--- src/rtl/fb_pkg.sv ---
// -----------------------------------------------------------------------------
// fb_pkg
// Shared constants and types for the frame-buffer display arbiter.
//   HA_STA    first raw x count of the visible region
//   H_ACTIVE  visible pixels per line
//   V_ACTIVE  visible lines per frame
//   slot_e    what the single BRAM port is used for in a given cycle
//   state_e   frame phase (visible lines or vertical blanking)
// -----------------------------------------------------------------------------
package fb_pkg;

    localparam int HA_STA   = 160;
    localparam int H_ACTIVE = 640;
    localparam int V_ACTIVE = 480;

    typedef enum logic [1:0] {
        NONE   = 2'd0,
        DISP   = 2'd1,
        BLANK  = 2'd2,
        CLIENT = 2'd3
    } slot_e;

    typedef enum logic {
        ACTIVE_FRAME = 1'b0,
        VBLANK       = 1'b1
    } state_e;

    // Visible column from the raw horizontal count. Counts left of the
    // visible region wrap to large values and so fall outside 0..H_ACTIVE-1.
    function automatic logic [9:0] col_of(input logic [9:0] x);
        return x - 10'(HA_STA);
    endfunction

endpackage

--- src/rtl/fb_display_arbiter_if.sv ---
// -----------------------------------------------------------------------------
// fb_display_arbiter_if
// Image-filter client port of the frame-buffer arbiter.
//   cl_req/cl_we/cl_addr/cl_wdata  request, held by the client until cl_gnt
//   cl_gnt                         request accepted this cycle
//   cl_rvalid/cl_rdata             read data return (pulse / held data)
//   cl_err                         accepted request was outside the image
// Modports: master = client side, slave = arbiter side.
// -----------------------------------------------------------------------------
interface fb_display_arbiter_if #(
    parameter int ADDR_W = 17,
    parameter int DATA_W = 12
) ();

    logic              cl_req;
    logic              cl_we;
    logic [ADDR_W-1:0] cl_addr;
    logic [DATA_W-1:0] cl_wdata;
    logic              cl_gnt;
    logic              cl_rvalid;
    logic [DATA_W-1:0] cl_rdata;
    logic              cl_err;

    modport master (
        output cl_req, cl_we, cl_addr, cl_wdata,
        input  cl_gnt, cl_rvalid, cl_rdata, cl_err
    );

    modport slave (
        input  cl_req, cl_we, cl_addr, cl_wdata,
        output cl_gnt, cl_rvalid, cl_rdata, cl_err
    );

endinterface

--- src/rtl/fb_addr_gen.sv ---
// -----------------------------------------------------------------------------
// fb_addr_gen
// Display-side frame-buffer address generator. Keeps the base address of the
// current image row and adds the downscaled column to it.
//   i_clk, i_reset  clock, synchronous active-high reset
//   i_disp          this cycle is a display fetch slot
//   i_animate       end of the last visible line: rewind to image row 0
//   i_col           visible column (0..639 when i_disp)
//   i_y             raw line count
//   o_addr          combinational fetch address for this cycle
// -----------------------------------------------------------------------------
module fb_addr_gen
    import fb_pkg::*;
#(
    parameter int IMG_W  = 320,
    parameter int SHIFT  = 1,
    parameter int ADDR_W = 17
) (
    input  logic              i_clk,
    input  logic              i_reset,
    input  logic              i_disp,
    input  logic              i_animate,
    input  logic [9:0]        i_col,
    input  logic [9:0]        i_y,
    output logic [ADDR_W-1:0] o_addr
);

    // Each image row is shown on 2^SHIFT display lines; the row base moves on
    // only after the last of them.
    localparam logic [9:0] Y_MASK = 10'((1 << SHIFT) - 1);

    logic [ADDR_W-1:0] r_row_base;
    logic              w_last_col;
    logic              w_last_rep;

    assign w_last_col = (i_col == 10'(H_ACTIVE - 1));
    assign w_last_rep = ((i_y & Y_MASK) == Y_MASK);

    always_ff @(posedge i_clk) begin
        if (i_reset) begin
            r_row_base <= '0;
        end else if (i_animate) begin
            r_row_base <= '0;
        end else if (i_disp && w_last_col && w_last_rep) begin
            r_row_base <= r_row_base + ADDR_W'(IMG_W);
        end
    end

    assign o_addr = r_row_base + ADDR_W'(i_col >> SHIFT);

endmodule

--- src/rtl/fb_display_arbiter.sv ---
// -----------------------------------------------------------------------------
// fb_display_arbiter
// Shares one single-port frame-buffer BRAM between the VGA display fetch and
// an image-filter client. Display strobes always own their cycle; the client
// gets cycles without a pixel strobe. The stored IMG_W x IMG_H image is
// upscaled by 2^SHIFT through address generation.
//
// Ports:
//   i_clk, i_reset          clock, synchronous active-high reset
//   i_pix_stb, i_active     timing-generator pixel strobe / visible flag
//   i_x, i_y                raw timing counters
//   i_animate, i_screenend  end-of-visible-area / end-of-screen pulses
//   cl                      client request port (slave modport)
//   o_pix_rgb               display pixel, 3 clk after its strobe
//   o_vblank                frame is in vertical blanking
//   o_mem_*                 registered BRAM command
//   i_mem_rdata             BRAM read data, 1 clk after o_mem_en
//
// state        | meaning
// -------------+----------------------------------------------------------
// ACTIVE_FRAME | visible lines being scanned; client writes held off
//              | when VBLANK_WR_ONLY is set
// VBLANK       | between animate and screenend; client writes allowed
//
// Slot tags travel with each access (tag1 at T+1, tag2 at T+2) so the
// returning read data is routed to the display or the client at T+3.
// -----------------------------------------------------------------------------
module fb_display_arbiter
    import fb_pkg::*;
#(
    parameter int IMG_W          = 320,
    parameter int IMG_H          = 240,
    parameter int SHIFT          = 1,
    parameter int ADDR_W         = 17,
    parameter int DATA_W         = 12,
    parameter int VBLANK_WR_ONLY = 1
) (
    input  logic                 i_clk,
    input  logic                 i_reset,
    input  logic                 i_pix_stb,
    input  logic                 i_active,
    input  logic [9:0]           i_x,
    input  logic [9:0]           i_y,
    input  logic                 i_animate,
    input  logic                 i_screenend,
    fb_display_arbiter_if.slave  cl,
    output logic [DATA_W-1:0]    o_pix_rgb,
    output logic                 o_vblank,
    output logic                 o_mem_en,
    output logic                 o_mem_we,
    output logic [ADDR_W-1:0]    o_mem_addr,
    output logic [DATA_W-1:0]    o_mem_wdata,
    input  logic [DATA_W-1:0]    i_mem_rdata
);

    localparam logic [ADDR_W:0] IMG_SIZE = (ADDR_W + 1)'(IMG_W * IMG_H);

    state_e            r_state;
    slot_e             r_tag1;
    slot_e             r_tag2;
    logic              r_mem_en;
    logic              r_mem_we;
    logic [ADDR_W-1:0] r_mem_addr;
    logic [DATA_W-1:0] r_mem_wdata;
    logic              r_cl_err;
    logic              r_cl_rvalid;
    logic [DATA_W-1:0] r_cl_rdata;
    logic [DATA_W-1:0] r_pix_rgb;

    logic [9:0]        w_col;
    logic              w_disp_win;
    logic              w_allowed;
    logic              w_in_range;
    logic [ADDR_W-1:0] w_disp_addr;
    slot_e             w_slot;

    assign w_col      = col_of(i_x);
    assign w_disp_win = i_active && (w_col < 10'(H_ACTIVE));

    // A write is only safe while blanking continues into the next cycle, so
    // the screenend cycle (where blanking ends) is excluded.
    assign w_allowed  = !cl.cl_we
                      || (VBLANK_WR_ONLY == 0)
                      || ((r_state == VBLANK) && !i_screenend);

    assign w_in_range = ({1'b0, cl.cl_addr} < IMG_SIZE);

    always_comb begin
        w_slot = NONE;
        if (i_pix_stb) begin
            w_slot = w_disp_win ? DISP : BLANK;
        end else if (cl.cl_req && w_allowed) begin
            w_slot = CLIENT;
        end
    end

    fb_addr_gen #(
        .IMG_W  (IMG_W),
        .SHIFT  (SHIFT),
        .ADDR_W (ADDR_W)
    ) u_addr_gen (
        .i_clk     (i_clk),
        .i_reset   (i_reset),
        .i_disp    (w_slot == DISP),
        .i_animate (i_animate),
        .i_col     (w_col),
        .i_y       (i_y),
        .o_addr    (w_disp_addr)
    );

    always_ff @(posedge i_clk) begin
        if (i_reset) begin
            r_state     <= ACTIVE_FRAME;
            r_tag1      <= NONE;
            r_tag2      <= NONE;
            r_mem_en    <= 1'b0;
            r_mem_we    <= 1'b0;
            r_mem_addr  <= '0;
            r_mem_wdata <= '0;
            r_cl_err    <= 1'b0;
            r_cl_rvalid <= 1'b0;
            r_cl_rdata  <= '0;
            r_pix_rgb   <= '0;
        end else begin
            if (i_screenend) begin
                r_state <= ACTIVE_FRAME;
            end else if (i_animate) begin
                r_state <= VBLANK;
            end

            // Stage 1: issue the access chosen for this cycle.
            r_mem_en    <= 1'b0;
            r_mem_we    <= 1'b0;
            r_mem_addr  <= '0;
            r_mem_wdata <= '0;
            r_cl_err    <= 1'b0;
            r_tag1      <= NONE;
            case (w_slot)
                DISP: begin
                    r_mem_en   <= 1'b1;
                    r_mem_addr <= w_disp_addr;
                    r_tag1     <= DISP;
                end
                BLANK: begin
                    r_tag1 <= BLANK;
                end
                CLIENT: begin
                    if (w_in_range) begin
                        r_mem_en   <= 1'b1;
                        r_mem_we   <= cl.cl_we;
                        r_mem_addr <= cl.cl_addr;
                        if (cl.cl_we) begin
                            r_mem_wdata <= cl.cl_wdata;
                        end else begin
                            r_tag1 <= CLIENT;
                        end
                    end else begin
                        r_cl_err <= 1'b1;
                    end
                end
                default: begin
                end
            endcase

            // Stage 2: BRAM is reading; carry the tag alongside.
            r_tag2 <= r_tag1;

            // Stage 3: route returning data to its owner.
            r_cl_rvalid <= 1'b0;
            case (r_tag2)
                DISP: begin
                    r_pix_rgb <= i_mem_rdata;
                end
                BLANK: begin
                    r_pix_rgb <= '0;
                end
                CLIENT: begin
                    r_cl_rdata  <= i_mem_rdata;
                    r_cl_rvalid <= 1'b1;
                end
                default: begin
                end
            endcase
        end
    end

    assign cl.cl_gnt    = (w_slot == CLIENT) && !i_reset;
    assign cl.cl_rvalid = r_cl_rvalid;
    assign cl.cl_rdata  = r_cl_rdata;
    assign cl.cl_err    = r_cl_err;

    assign o_pix_rgb    = r_pix_rgb;
    assign o_vblank     = (r_state == VBLANK);
    assign o_mem_en     = r_mem_en;
    assign o_mem_we     = r_mem_we;
    assign o_mem_addr   = r_mem_addr;
    assign o_mem_wdata  = r_mem_wdata;

endmodule

--- src/flat_wrapper.sv ---
// flat-port wrapper written by rule: the top's interface ports become plain ports
module fb_display_arbiter_flat import fb_pkg::*;
#(
    parameter int IMG_W          = 320,
    parameter int IMG_H          = 240,
    parameter int SHIFT          = 1,
    parameter int ADDR_W         = 17,
    parameter int DATA_W         = 12,
    parameter int VBLANK_WR_ONLY = 1
)
  (i_clk, i_reset, i_pix_stb, i_active, i_x, i_y, i_animate, i_screenend, o_pix_rgb, o_vblank, o_mem_en, o_mem_we, o_mem_addr, o_mem_wdata, i_mem_rdata, cl_cl_req, cl_cl_we, cl_cl_addr, cl_cl_wdata, cl_cl_gnt, cl_cl_rvalid, cl_cl_rdata, cl_cl_err);
  fb_display_arbiter_if #(.ADDR_W(ADDR_W), .DATA_W(DATA_W)) cl_i ();
  input  logic i_clk;
  input  logic i_reset;
  input  logic i_pix_stb;
  input  logic i_active;
  input  logic [9:0] i_x;
  input  logic [9:0] i_y;
  input  logic i_animate;
  input  logic i_screenend;
  output logic [DATA_W-1:0] o_pix_rgb;
  output logic o_vblank;
  output logic o_mem_en;
  output logic o_mem_we;
  output logic [ADDR_W-1:0] o_mem_addr;
  output logic [DATA_W-1:0] o_mem_wdata;
  input  logic [DATA_W-1:0] i_mem_rdata;
  input wire logic [$bits(cl_i.cl_req)-1:0] cl_cl_req;
  input wire logic [$bits(cl_i.cl_we)-1:0] cl_cl_we;
  input wire logic [$bits(cl_i.cl_addr)-1:0] cl_cl_addr;
  input wire logic [$bits(cl_i.cl_wdata)-1:0] cl_cl_wdata;
  output wire logic [$bits(cl_i.cl_gnt)-1:0] cl_cl_gnt;
  output wire logic [$bits(cl_i.cl_rvalid)-1:0] cl_cl_rvalid;
  output wire logic [$bits(cl_i.cl_rdata)-1:0] cl_cl_rdata;
  output wire logic [$bits(cl_i.cl_err)-1:0] cl_cl_err;
  assign cl_i.cl_req = cl_cl_req;
  assign cl_i.cl_we = cl_cl_we;
  assign cl_i.cl_addr = cl_cl_addr;
  assign cl_i.cl_wdata = cl_cl_wdata;
  assign cl_cl_gnt = cl_i.cl_gnt;
  assign cl_cl_rvalid = cl_i.cl_rvalid;
  assign cl_cl_rdata = cl_i.cl_rdata;
  assign cl_cl_err = cl_i.cl_err;
  fb_display_arbiter #(.IMG_W(IMG_W), .IMG_H(IMG_H), .SHIFT(SHIFT), .ADDR_W(ADDR_W), .DATA_W(DATA_W), .VBLANK_WR_ONLY(VBLANK_WR_ONLY)) u_core (.i_clk(i_clk), .i_reset(i_reset), .i_pix_stb(i_pix_stb), .i_active(i_active), .i_x(i_x), .i_y(i_y), .i_animate(i_animate), .i_screenend(i_screenend), .cl(cl_i), .o_pix_rgb(o_pix_rgb), .o_vblank(o_vblank), .o_mem_en(o_mem_en), .o_mem_we(o_mem_we), .o_mem_addr(o_mem_addr), .o_mem_wdata(o_mem_wdata), .i_mem_rdata(i_mem_rdata));
endmodule
--- config.mk ---
export PLATFORM = sky130hd
export DESIGN_NAME = fb_display_arbiter_flat
export DESIGN_NICKNAME = d
export VERILOG_FILES = /design/src/rtl/fb_pkg.sv /design/src/rtl/fb_display_arbiter_if.sv /design/src/rtl/fb_addr_gen.sv /design/src/rtl/fb_display_arbiter.sv /design/src/flat_wrapper.sv
export SDC_FILE = /design/constraint.sdc
export NUM_CORES = 1
export LEC_CHECK = 0
export BUFFER_PORTS_ARGS = -buffer_cell sky130_fd_sc_hd__buf_4
export CAP_MARGIN = 20
export CORE_UTILIZATION = 52
export CTS_CLUSTER_DIAMETER = 50
export DETAILED_ROUTE_END_ITERATION = 10
export HOLD_SLACK_MARGIN = 0.08
export PLACE_DENSITY = 0.93
export SYNTH_ARGS = -nofsm -noshare
export SYNTH_HDL_FRONTEND = slang
export SYNTH_SLANG_ARGS = --single-unit
--- constraint.sdc ---
create_clock -name i_clk -period 4.3 [get_ports i_clk]
set_input_delay 0.86 -clock i_clk [delete_from_list [all_inputs] [get_ports i_clk]]
set_output_delay 0.86 -clock i_clk [all_outputs]
set_load 0.05 [all_outputs]
[Yosys cells after proc, flatten, opt, wreduce, memory -nomap -nowiden]
Cells that the tools add are included.
Word-level totals
  register bits: 79
  bits of input ports: 69
  output and inout bits: 59
  logic and storage cells: 56
Operators by class
  add/sub/neg operators: 3
  order comparisons: 2
  equality and inequality tests: 7
  muxes and demuxes: 13
  bitwise logic cells: 3
  reductions and logical operators: 16
Operators with widths (number)
  $pmux 17 s2: 1
  $pmux 12 s2: 1
  $add 17x9->17: 1
  $add 17x9->17 const B: 1
  $lt 17x17->1 const B: 1
  $mux 17: 1
  $eq 10x10->1 const B: 1
  $lt 10x10->1 const B: 1
  $mux 2: 5
  $sub 10x8->10 const B: 1
  $eq 2x2->1 const B: 4
  $logic_and 1x1->1: 6
  $pmux 2 s3: 1
  $reduce_or 2->1: 3
  $eq 2x1->1 const B: 2
  $reduce_or 4->1: 1
  $logic_not 1->1: 3
  $mux 1: 3
  $not 1->1: 3
  $reduce_or 3->1: 1
  $pmux 1 s2: 1
  $reduce_bool 2->1: 1
  $logic_or 1x1->1: 1

[Depth between registers and ports, before layout]
  depth in word-level cells: 9
  mapped depth: 10
  depth with buffers taken out: 10

[By module]
Synthesis repeated with hierarchy kept, for this count alone.
Unflattened totals
  cells, all modules: 307
  area, all modules: 3042.9 um^2
Modules (own cells, without submodules)
  fb_display_arbiter: instances 1, cells each 207, area each 2225.9 um^2, sequential area each 1241.2 um^2
  fb_addr_gen: instances 1, cells each 100, area each 817.0 um^2, sequential area each 220.2 um^2

[Worst setup path after synthesis]
OpenSTA, ideal clock, no wires.
  kind: input to register
  start point: input i_x[5]
  end point: register u_core.r_mem_addr[10], in the netlist u_core.o_mem_addr[10]
  setup time: 0.086 ns
  arrival time: 2.767 ns
  required time: 4.214 ns
  path slack: 1.448 ns
  stages on the path: 10
  buffers on the path: 0
  path through: inv_1 ha_1 and2b_1 nor2_1 ha_1 fa_1 a21oi_1 o21a_1 o211ai_1 a211oi_1
Between the ends
  longest elaborated chain between the ends: 7
  elaborated cells on any way between the ends: 9
  classes of those cells: add/sub (2); order compare (1); eq/ne (2); mux (3); reduce/logical (1)
Ends and longest elaborated chain
  start: declaration: line flat_wrapper.sv:17  | input logic [9:0] i_x;
  $sub 10x8->10 *: line fb_pkg.sv:31  | return x - 10'(HA_STA);
  $lt 10x10->1: line fb_display_arbiter.sv:78  | assign w_disp_win = i_active && (w_col < 10'(H_ACTIVE));
  $logic_and 1x1->1: line fb_display_arbiter.sv:78
  $mux 2: line fb_display_arbiter.sv:91  | w_slot = w_disp_win ? DISP : BLANK;
  $mux 2: line fb_display_arbiter.sv:90  | if (i_pix_stb) begin
  $eq 2x2->1 / $eq 2x1->1 (equally long branches): line fb_display_arbiter.sv:138  | case (w_slot)
  $pmux 17 s2 *: line fb_display_arbiter.sv:138
  end signal: assignment: line fb_display_arbiter.sv:141  | r_mem_addr <= w_disp_addr;
  end signal: assignment: line fb_display_arbiter.sv:151  | r_mem_addr <= cl.cl_addr;
  end: declaration: line fb_display_arbiter.sv:63  | logic [ADDR_W-1:0] r_mem_addr;
Mark *: on every way between the ends. The rest lies on a longest branch, timed or not.
A chain may end at the register's enable or synchronous reset.

[Worst setup path in the final report]
  start point: input i_screenend
  end point: output cl_cl_gnt
Between the ends
  longest elaborated chain between the ends: 8
Ends and longest elaborated chain
  start: declaration: line flat_wrapper.sv:20  | input logic i_screenend;
  $logic_not 1->1: line fb_display_arbiter.sv:84  | || ((r_state == VBLANK) && !i_screenend);
  $logic_and 1x1->1: line fb_display_arbiter.sv:84
  $logic_or 1x1->1: line fb_display_arbiter.sv:84
  $logic_and 1x1->1: line fb_display_arbiter.sv:92  | end else if (cl.cl_req && w_allowed) begin
  $mux 2: line fb_display_arbiter.sv:92
  $mux 2: line fb_display_arbiter.sv:90
  $eq 2x2->1: line fb_display_arbiter.sv:187  | assign cl.cl_gnt = (w_slot == CLIENT) && !i_reset;
  $logic_and 1x1->1: line fb_display_arbiter.sv:187
  end: declaration: line flat_wrapper.sv:32  | output wire logic [$bits(cl_i.cl_gnt)-1:0] cl_cl_gnt;
No other way between the ends.

==> out/metrics.csv <==
metric,value,unit
path_cells,buf_4 -> nand2b_1 -> a21oi_2 -> nand2b_1 -> inv_1 -> buf_4,
ant_nets,0,
clock.fmax,311.5,MHz
syn_area,3224,um2
final.period_utilization,74.66,%
firstDrtPassIters,4,
cts.sinks,73,
grt_overflow,0,
yosysTopAreaCellShare,45.32,%
syn-num-nets,418,
crit_type,in -> out,
finalInstanceArea,4362,um2
track_usage,27.46,%
post-place-cells,514,
start_util,54.14,%
r2r_cells,6,
drt-total-wl,8951,um
n_antenna_cell,0,
synth_top_area_cell,dfxtp_1,
cp_max_fo,15,
synthToLayoutAreaGrowth,35.27,%
hp-class,reg -> reg,
grt_pass1_wl,13410,um
fillers,402,
synth.distinct_cells,47,
slowest_delay,0.57,ns
htreeDepth,3,
vias,3039,
placement.io_buffers,118,
postSynthAreaPerCell,9.456,um2
regToRegSetupSlack,2.15,ns
drv_slew,0,
cpMaxStageDelayCell,a21oi_2,
rsz0062_at_grt,false,
synthCells,341,
antenna_found_initial,0,
post-cts-setup-buffers,0,
ys_seq_area_share,45.32,%
holdPathStages,1,
fp.dieH,80.75,um
finalPower,1.531,mW
dp_hpwl,6210,um
rows,28,
ys_seq_elements,73,
worstSetupEndpointType,primary output,
viasPerCell,5.734,
min_period,3.211,ns
drv_cap,0,
fin_hold_ws,0.4582,ns
drt_iter0_drc,168,
finalSetupTns,0,ns
worst_hold_startpoint,u_core.r_tag1[1],
cts_buffers,9,
timing.final.hold_violations,0,
clockRootBuffer,clkbuf_8,
cts_tree,built,
instances_no_fill,530,
hold_buffers,0,
r2r_start,u_core.u_addr_gen.r_row_base[6],
r2r_end,u_core.o_mem_addr[10],
die-area,6520,um2
startpoint_type,primary input,
clock_latency,0.35,ns
vdd_drop_max,255.6,uV
finClkSkew,0.008885,ns
synthTopCellsByArea,"dfxtp_1 (45%), mux2i_1 (7.1%), a211oi_1 (4.7%)",
cts_resized,0,
leakagePower,1.742,nW
clock_tree.buffer_depth,2,
hold_end,u_core.r_tag2[1],
nNetsFinal,527,
clkTransAtPathRegs,0.08,ns
yosys-top-cells-count,"dfxtp_1 (73), nor2_1 (31), nand3_1 (24)",
placedInstanceArea,4119,um2
preCtsSetupSlack,1.011,ns
grt_max_degree,60,
core,5956,um2
ys.flop_type,dfxtp_1,
avgRoutedWirePerCell,16.89,um
final_core_utilization,73.24,%
yosysMostFrequentCell,dfxtp_1,
first_global_vias,2784,
slew_headroom,46.56,%
status,"complete, no violations",
synth_edf_count,0,
synthArstFlopShare,0,%
drc_errors,0,
crit_required,3.44,ns
die_w,80.75,um
arrival,2.35,ns
postLayoutSetupSlackWorst,1.089,ns
io_pins,128,
drive_above_1_share,31.87,%
setup_viol_count_final,0,
cp-startpoint,i_screenend,
worst_pin_slew,0.7986,ns
routabilityCongestion,0.8609,
yosys_warnings,0,
power.density,351.1,nW/um2
worst max-delay path, delay by kind of cell:
kind | cells | cell delay (ns)
AO/OA/AOI/OAI | 1 | 0.57
buffers and inverters | 3 | 0.51
AND/OR/NAND/NOR | 2 | 0.40
metal layers:
metal  track usage (%)  part of all wire (%)
met3             7.528                   7.8
met4             10.71                   2.5
met2             50.25                    51
met1             29.91                    38
met5                 0                     0
worst max-delay path by stage:
stage	slack, ns	endpoint	depth (start not counted)
2_1_floorplan	1.45	u_core.o_mem_addr[10]	10
3_3_place_gp	1.11	u_core.o_mem_addr[11]	11
3_5_place_dp	1.01	u_core.o_mem_addr[15]	11
4_1_cts	1.15	cl_cl_gnt	6
5_1_grt	1.02	cl_cl_gnt	6
6_report	1.09	cl_cl_gnt	6
flip-flops by register name (all words and copies together) (netlist names):
register / flops
u_core.o_vblank: 1
u_core.o_mem_en: 1
u_core.o_pix_rgb: 12
u_core.cl.cl_err: 1
u_core.o_mem_we: 1
u_core.o_mem_addr: 17
u_core.cl.cl_rdata: 12
u_core.r_tag1: 2
u_core.cl.cl_rvalid: 1
u_core.u_addr_gen.r_row_base: 11
u_core.o_mem_wdata: 12
u_core.r_tag2: 2
logic make-up (layout without fill, tap and decap cells):
logic type / Yosys count / in the layout / share of synthesized area (%)
AOI/OAI and AO/OA: 63 / 63 / 15.06
buffers and inverters: 27 / 141 / 3.454
xor gates and xnor gates: 7 / 7 / 1.901
and+or+nand+nor: 140 / 140 / 23.79
adders and majority gates: 8 / 8 / 3.337
DFF: 73 / 73 / 45.32
muxes: 23 / 23 / 7.140
layout by cell type, fill, tap and decap left out, types with 5 or more instances in the layout:
| cell | netlist | layout |
|---|---|---|
| nand2_1 | 18 | 18 |
| nor2_1 | 31 | 31 |
| nor3_1 | 7 | 7 |
| xnor2_1 | 5 | 5 |
| and2_1 | 13 | 13 |
| buf_4 | 1 | 118 |
| nor3b_1 | 12 | 12 |
| dfxtp_1 | 73 | 73 |
| mux2i_1 | 23 | 23 |
| ha_1 | 7 | 7 |
| nand3_1 | 24 | 24 |
| inv_1 | 7 | 7 |
| or3_1 | 12 | 12 |
| clkbuf_8 | 0 | 9 |
| a21oi_1 | 15 | 15 |
| a211oi_1 | 20 | 20 |
| nor2b_1 | 5 | 5 |
report_power, final:
group	leakage (nW)	internal [mW]	switching (mW)
registers	0.590	0.688	0.00564
logic	1.03	0.0760	0.116
clock network	0.117	0.388	0.258
total	1.74	1.15	0.379
cell type report:
cell class	count	area [um2]	area share (%)
tap	75	93.84	2.151
timing repair buffer	118	885.9	20.31
clock inverter	6	115.1	2.639
multi-input combinational	241	1652	37.87
sequential	73	1461	33.51
clock buffer	10	127.6	2.926
inverter	7	26.28	0.6024
Power figures use the tool's default switching activity.
